[config.mk]
export PLATFORM = sky130hd
export DESIGN_NAME = fifo_sync_module
export DESIGN_NICKNAME = d
export VERILOG_FILES = /design/src/rtl/fifo_sync_module.sv
export SDC_FILE = /design/constraint.sdc
export NUM_CORES = 1
export LEC_CHECK = 0
export ABC_AREA = 1
export CAP_MARGIN = 20
export CORE_ASPECT_RATIO = 1.4
export CORE_MARGIN = 2
export CORE_UTILIZATION = 60
export CTS_CLUSTER_DIAMETER = 50
export DETAILED_ROUTE_END_ITERATION = 10
export DONT_BUFFER_PORTS = 1
export GPL_ROUTABILITY_DRIVEN = 0
export PLACE_DENSITY_LB_ADDON = 0.3
export SYNTH_ARGS = -nofsm -noshare
export SYNTH_HDL_FRONTEND = slang
export SYNTH_SLANG_ARGS = --single-unit
[constraint.sdc]
create_clock -name clk -period 2.2 [get_ports clk]
set_input_delay 0.55 -clock clk [delete_from_list [all_inputs] [get_ports clk]]
set_output_delay 0.55 -clock clk [all_outputs]
set_load 0.02 [all_outputs]
[src/rtl/fifo_sync_module.sv]
// fifo_sync_module: single-clock FIFO with a registered fill level, programmable
// almost-full/almost-empty thresholds, registered or first-word-fall-through read,
// synchronous flush and sticky overflow/underflow flags.
// Optional feature: define FIFO_SYNC_PEAK_TRACK_EN to add the peak_level
// high-water-mark output.
module fifo_sync_module #(
   parameter int DEPTH    = 16,
   parameter int WIDTH    = 8,
   parameter int AF_LEVEL = 14,
   parameter int AE_LEVEL = 2,
   parameter int FWFT     = 0,
   // Derived width of the level port; leave at its default.
   parameter int CNT_W    = $clog2(DEPTH + 1)
) (
   input  logic             clk,
   input  logic             rst_n,
   input  logic             enable,
   input  logic             flush,
   input  logic [WIDTH-1:0] data_bus_in,
   input  logic             write_ins,
   output logic [WIDTH-1:0] data_bus_out,
   input  logic             read_ins,
   output logic             full,
   output logic             empty,
   output logic             almost_full,
   output logic             almost_empty,
   output logic [CNT_W-1:0] level,
   output logic             overflow,
   output logic             underflow
`ifdef FIFO_SYNC_PEAK_TRACK_EN
   ,
   output logic [CNT_W-1:0] peak_level
`endif
);

   localparam int PTR_W = (DEPTH > 1) ? $clog2(DEPTH) : 1;

   localparam logic [PTR_W-1:0] PTR_LAST = PTR_W'(DEPTH - 1);
   localparam logic [CNT_W-1:0] LVL_FULL = CNT_W'(DEPTH);
   localparam logic [CNT_W-1:0] LVL_AF   = CNT_W'(AF_LEVEL);
   localparam logic [CNT_W-1:0] LVL_AE   = CNT_W'(AE_LEVEL);

   logic [WIDTH-1:0] mem [DEPTH];

   logic [PTR_W-1:0] wr_ptr_q, wr_ptr_d;
   logic [PTR_W-1:0] rd_ptr_q, rd_ptr_d;
   logic [CNT_W-1:0] level_q, level_d;
   logic             ovf_q, ovf_d;
   logic             unf_q, unf_d;
   logic             wr_acc, rd_acc;
   logic             clear;

   // Status flags come only from the level register, never from the request inputs.
   always_comb begin
      level        = level_q;
      full         = (level_q == LVL_FULL);
      empty        = (level_q == '0);
      almost_full  = (level_q >= LVL_AF);
      almost_empty = (level_q <= LVL_AE);
      overflow     = ovf_q;
      underflow    = unf_q;
   end

   // Request acceptance and next-state for pointers, level and error flags.
   always_comb begin
      clear    = enable && flush;
      // Flush wins over both requests; full/empty are the pre-edge values.
      wr_acc   = enable && !flush && write_ins && !full;
      rd_acc   = enable && !flush && read_ins && !empty;
      wr_ptr_d = wr_ptr_q;
      rd_ptr_d = rd_ptr_q;
      level_d  = level_q;
      ovf_d    = ovf_q;
      unf_d    = unf_q;
      if (clear) begin
         wr_ptr_d = '0;
         rd_ptr_d = '0;
         level_d  = '0;
         ovf_d    = 1'b0;
         unf_d    = 1'b0;
      end else if (enable) begin
         // Explicit wrap at DEPTH-1 so non-power-of-two depths work.
         if (wr_acc) begin
            wr_ptr_d = (wr_ptr_q == PTR_LAST) ? '0 : wr_ptr_q + PTR_W'(1);
         end
         if (rd_acc) begin
            rd_ptr_d = (rd_ptr_q == PTR_LAST) ? '0 : rd_ptr_q + PTR_W'(1);
         end
         unique case ({wr_acc, rd_acc})
            2'b10:   level_d = level_q + CNT_W'(1);
            2'b01:   level_d = level_q - CNT_W'(1);
            default: level_d = level_q;
         endcase
         if (write_ins && full) begin
            ovf_d = 1'b1;
         end
         if (read_ins && empty) begin
            unf_d = 1'b1;
         end
      end
   end

   // Control state register.
   always_ff @(posedge clk or negedge rst_n) begin
      if (!rst_n) begin
         wr_ptr_q <= '0;
         rd_ptr_q <= '0;
         level_q  <= '0;
         ovf_q    <= 1'b0;
         unf_q    <= 1'b0;
      end else begin
         wr_ptr_q <= wr_ptr_d;
         rd_ptr_q <= rd_ptr_d;
         level_q  <= level_d;
         ovf_q    <= ovf_d;
         unf_q    <= unf_d;
      end
   end

   // Storage array; not reset, contents are only observable once written.
   always_ff @(posedge clk) begin
      if (wr_acc) begin
         mem[wr_ptr_q] <= data_bus_in;
      end
   end

   if (FWFT != 0) begin : gen_fwft
      // Head word is shown directly; driven to zero while empty so the port has a
      // defined value after reset and flush.
      always_comb begin
         data_bus_out = empty ? '0 : mem[rd_ptr_q];
      end
   end else begin : gen_reg_read
      logic [WIDTH-1:0] dout_q;

      // Registered read: output updates only on an accepted read.
      always_ff @(posedge clk or negedge rst_n) begin
         if (!rst_n) begin
            dout_q <= '0;
         end else if (rd_acc) begin
            dout_q <= mem[rd_ptr_q];
         end
      end

      always_comb begin
         data_bus_out = dout_q;
      end
   end

`ifdef FIFO_SYNC_PEAK_TRACK_EN
   logic [CNT_W-1:0] peak_q;

   // High-water mark of level, tracked against the next level value.
   always_ff @(posedge clk or negedge rst_n) begin
      if (!rst_n) begin
         peak_q <= '0;
      end else if (clear) begin
         peak_q <= '0;
      end else if (level_d > peak_q) begin
         peak_q <= level_d;
      end
   end

   always_comb begin
      peak_level = peak_q;
   end
`endif

endmodule
==> run summary, run 1 <==
Most frequent cells in the layout: 128 x edfxtp_1, 91 x nor2_1, 68 x o21ai_0
Critical Path End Type: output port
Wire per inst: 22.2 um
Depth of the CTS H-tree: 4
Post-synthesis cell type count: 37
Slew @ Worst Pin: 0.462 ns
Commonest non-fill, non-tap cell in the layout: edfxtp_1
DRT Pass-1 Iters: 5
Routed vias/inst: 6.31
Ys async rst share: 15.2%
Core box area: 10300 um2
Die area: 11500 um2
Mean Syn Cell Area: 12.4 um2
Endpoints failing hold: 0
CP Max Fanout: 5
Power Internal: 5.89 mW
Count of final setup violators: 0
Final period util: 96.7%
Total power after layout: 8.52 mW
Worst r2r path cells: 11
Hold WC Path Type: in -> reg
Setup crit start kind: flip-flop
Vert. Die Dim: 126 um
Fin worst setup slack: 0.0735 ns
Pin count of the biggest net entering global routing: 33
Reg2Reg Setup Slack: 0.17 ns
Worst hold path cell count: 0
Synth top area share: 60.3%
R2r startpoint: level[0]
Vias in the first global route: 4565
Clock buffer depth: 2
Max Freq: 0.470 GHz
Clock period minus worst slack: 2.13 ns
HPWL Detailed: 9340 um
First-pass GRT wire length: 24200 um
Sequential share of power: 41.9%
CTS tree: done
Mapped Cells: 513
GRT Overall Usage: 28.3%
Fill count: 700
Pwr Density: 1160 nW/um2
Area leader, netlist: edfxtp_1
Initial antenna violation count: 0
Top cells by area, synth: edfxtp_1 60%, dfrtp_1 9.0%, nor2_1 5.4%, o21ai_0 5.3%, o221ai_1 3.0%
Share of layout cells above drive strength 1: 16.9%
Root buf cell: clkbuf_16
Ant diodes: 0
Critical Path AT: 1.58 ns
Sw Ratio: 30.9%
Clock slew at reported path FFs: 0.06 ns
Worst r2r dst: level[2]
Syn_nets: 534
Post-synth EDFFs: 128
WHS Endpoint: mem[3][6]
NetSw: 2.63 mW
IO Pins: 33
Number of CTS-inserted buffers: 17
Die W: 91.1 um
P&R area growth vs syn: 15.3%
Yosys Warn Count: 0
Hold path startpoint: data_bus_in[6]
Antenna Violating Nets Remaining: 0
Post-Syn Area: 6370 um2
Critical Path RT: 1.65 ns
Initial Util: 61.6%
Clk_lat worst skew: 0.42 ns
Clock power frac: 36.8%
DRT iter0 DRCs: 412
Rel. slew slack: 69.3%
RSZ-0062 raised after global routing: yes
Top FF cell, synth: edfxtp_1
Leakage: 2.61 nW
Worst Skew: 0.00907 ns
Max Cap Viol: 0
Post-route DRC: 0
Via count: 4382
Sink Count: 151
Status: finished, final reports clean
FP Rows: 44
Total wire length: 15400 um
Max Slew Vio Count: 0
Setup bufs post-CTS: 0
I/O Buffers: 0
Worst vdd ir: 745 uV
Total congestion overflow: 0
Yosys reg bits: 151
Logic pwr share: 21.3%
Sequential area share after synthesis: 69.3%
Fin nets: 564
Setup Crit Path Kind: reg -> out
Place WS: 0.202 ns
-- area by class of cell --
cell class              instances  area [um2]  area share (%)
clock buffers                  21         440            5.99
inverters                      32         130            1.77
multi-input cells             304        1680            22.9
flip-flops and latches        151        4420            60.1
repair buffers                 37         305            4.15
clock inverters                11         199            2.71
well taps                     138         173            2.35
-- power groups by stage --
stage | sequential [mW] | combinational (mW) | clock, mW
2_1_floorplan | 3.61 | 1.25 | 0
3_3_place_gp | 3.62 | 1.65 | 0
3_5_place_dp | 3.63 | 1.73 | 0
4_1_cts | 3.57 | 1.79 | 3.16
5_1_grt | 3.60 | 1.98 | 3.29
6_report | 3.57 | 1.81 | 3.13
-- per-stage QoR --
| step | utilization, % | hold slack, ns | cells | area, um2 | TNS (ns) |
|---|---|---|---|---|---|
| floorplan | - | 0.254 | 513 | 6370 | 0 |
| global placement | 64.6 | 0.255 | 660 | 6680 | 0 |
| detailed placement | 64.6 | 0.255 | 660 | 6680 | 0 |
| CTS | 71.0 | 0.212 | 694 | 7350 | 0 |
| global route | 71.0 | 0.208 | 694 | 7350 | -0.00208 |
| finish | 71.0 | 0.220 | 694 | 7350 | 0 |
-- how the worst max path moves through the flow --
stage	to	slack (ns)	cells after the start	start
floorplan	mem[11][0]	0.33	5	flush
global placement	level[4]	0.30	14	flush
detailed placement	level[4]	0.20	15	level[0]
CTS	almost_empty	0.06	4	level[2]
global route	level[2]	-0.002	11	level[0]
finish	almost_empty	0.07	4	level[2]
-- repair_timing --
item	in CTS	in global routing
hold buffers	2	0
hold endpoints to repair	23	0
setup endpoints to repair	0	2
resized for setup	0	1
-- kinds of logic after synthesis --
group                      after synthesis  synth area share [%]
AOI/OAI and AO/OA                      135                  13.1
xor gates and xnor gates                 3                 0.412
adders and majority gates                7                  1.37
buffers and inverters                   58                  4.26
DFF                                    151                  69.3
and+or+nand+nor                        159                  11.6
-- Yosys cell counts (7+ instances only) --
cell type,number
inv_1,22
ha_1,7
o221ai_1,22
edfxtp_1,128
nand3_1,17
clkbuf_1,11
dfrtp_1,23
a31oi_1,11
o21ai_0,68
o22ai_1,8
o211ai_1,10
o21ai_1,7
nor2_1,91
nand2_1,27
-- routing by layer --
layer / track usage [%] / vias up / share of wire (%)
li1: - / 1940 / -
met1: 32.9 / 2177 / 35
met2: 49.4 / 217 / 54
met3: 7.06 / 48 / 7.0
met4: 13.0 / 0 / 3.6
met5: 0 / - / 0
-- sequential cells by signal (all words and copies together), names as in the netlist --
signal and flops:
data_bus_out 8, level 5, rd_ptr_q 4, underflow 1, mem 128, overflow 1, wr_ptr_q 4
-- critical path: stages, from the launching register on --
cell     delay [ns]
dfrtp_1        0.40
buf_4          0.19
inv_1          0.13
nand2_1        0.07
a21oi_1        0.36
Note: power is estimated with default switching activity, not from simulation.
==> run 2, diff against run 1 <==
- CORE_UTILIZATION: 60 -> 55
==> run summary, run 2 (synthesized netlist as in run 1, its figures left out) <==
Max Slew Vio Count: 0
Clk_lat worst skew: 0.42 ns
CP max-delay cell: dfrtp_1
Total congestion overflow: 0
Ant diodes: 0
Worst Skew: 0.00841 ns
Fin worst setup slack: 0.111 ns
I/O Buffers: 0
Pin count of the biggest net entering global routing: 65
Leakage: 2.60 nW
Fin nets: 558
HPWL Detailed: 9250 um
Worst vdd ir: 665 uV
Core box area: 11300 um2
Status: finished, final reports clean
Total wire length: 15000 um
IO Pins: 33
Clock buffer depth: 2
Root buf cell: clkbuf_16
Critical Path RT: 1.65 ns
Most frequent cells in the layout: 128 x edfxtp_1, 91 x nor2_1, 68 x o21ai_0
Biggest register: mem
Initial Util: 56.2%
R2r startpoint: level[0]
Hold WC Path Type: in -> reg
Hold path startpoint: data_bus_in[5]
Max Freq: 0.479 GHz
Die W: 95.0 um
FP Rows: 46
Critical Path End Type: output port
Count of final setup violators: 0
Max reg flops: 128
P&R area growth vs syn: 15.2%
Initial antenna violation count: 0
Final period util: 95.0%
Critical Path AT: 1.54 ns
Pwr Density: 1150 nW/um2
Clock slew at reported path FFs: 0.06 ns
Rel. slew slack: 68.8%
Depth of the CTS H-tree: 4
Commonest non-fill, non-tap cell in the layout: edfxtp_1
Number of CTS-inserted buffers: 17
Vert. Die Dim: 131 um
Wire per inst: 21.5 um
Critical path origin: level[4]
Crit-path cells: buf_4 -> inv_1 -> a21oi_1
Antenna Violating Nets Remaining: 0
Setup Crit Path Kind: reg -> out
First-pass GRT wire length: 23300 um
Die area: 12500 um2
DRT iter0 DRCs: 379
Max Cap Viol: 0
GRT Overall Usage: 25.6%
CTS tree: done
Setup crit start kind: flip-flop
Clock period minus worst slack: 2.09 ns
Share of layout cells above drive strength 1: 16.7%
DRT Pass-1 Iters: 4
Sum Neg Setup Slack: 0 ns
Sink Count: 151
Via count: 4248
RSZ-0062 raised after global routing: no
Place WS: 0.212 ns
Endpoints failing hold: 0
Post-route DRC: 0
Slew @ Worst Pin: 0.466 ns
Routed vias/inst: 6.12
Vias in the first global route: 4341
CP Max Fanout: 4
CP peak stage delay: 0.48 ns
[run 2: report_power, final]
part | switching, mW | internal (mW) | total (mW) | leakage, nW
Combinational | 1.19 | 0.578 | 1.77 | 0.852
Sequential | 0.286 | 3.28 | 3.56 | 1.44
Clock | 1.13 | 2.02 | 3.15 | 0.309
[run 2: final timing paths]
kind | endpoint | slack (ns) | depth (start not counted)
max | almost_full | 0.11 | 3
min | mem[6][5] | 0.22 | 0
max reg2reg | level[4] | 0.19 | 13
min reg2reg | overflow | 0.65 | 2
max in group asynchronous | rd_ptr_q[0] | 1.42 | 2
min in group asynchronous | wr_ptr_q[0] | 0.60 | 2
[run 2: layer usage]
layer / share of wire, % / wire length, um / track usage (%)
met1: 37 / 5570 / 30.1
met2: 53 / 7990 / 43.5
met3: 5.5 / 824 / 6.36
met4: 3.8 / 563 / 12.0
met5: 0 / 0 / 0
[run 2: timing repair]
item                       CTS  global route
gates resized for setup      0             1
setup endpoints to repair    0             1
hold buffers                 2             0
buffers inserted             0             0
hold endpoints to repair    23             0
[run 2: through the flow]
stage / total power [mW] / hold slack (ns) / area, um2 / instances / utilization [%]
after floorplan: 4.86 / 0.254 / 6370 / 513 / -
after global placement: 5.26 / 0.255 / 6660 / 660 / 58.7
after detailed placement: 5.35 / 0.255 / 6660 / 660 / 58.7
after CTS: 8.49 / 0.211 / 7340 / 694 / 64.7
after global routing: 8.81 / 0.207 / 7340 / 694 / 64.8
final: 8.48 / 0.225 / 7340 / 694 / 64.8
[run 2: critical path, delay by kind of cell (launching register included)]
kind,cells,cell delay [ns]
buffers and inverters,2,0.26
flip-flops,1,0.48
AO/OA/AOI/OAI,1,0.39
[run 2: layout make-up]
class	count	area, um2
sequential	151	4420
fill	788	4000
multi-input combinational	304	1690
clock buffer	17	425
timing repair buffer	31	273
clock inverter	15	226
tap	144	180
inverter	32	130
==> run 3, diff against run 2 <==
- CAP_MARGIN: 20 -> 10
==> results of run 3 <==
No change in the layout: final DEF, timing and power equal those of run 2.
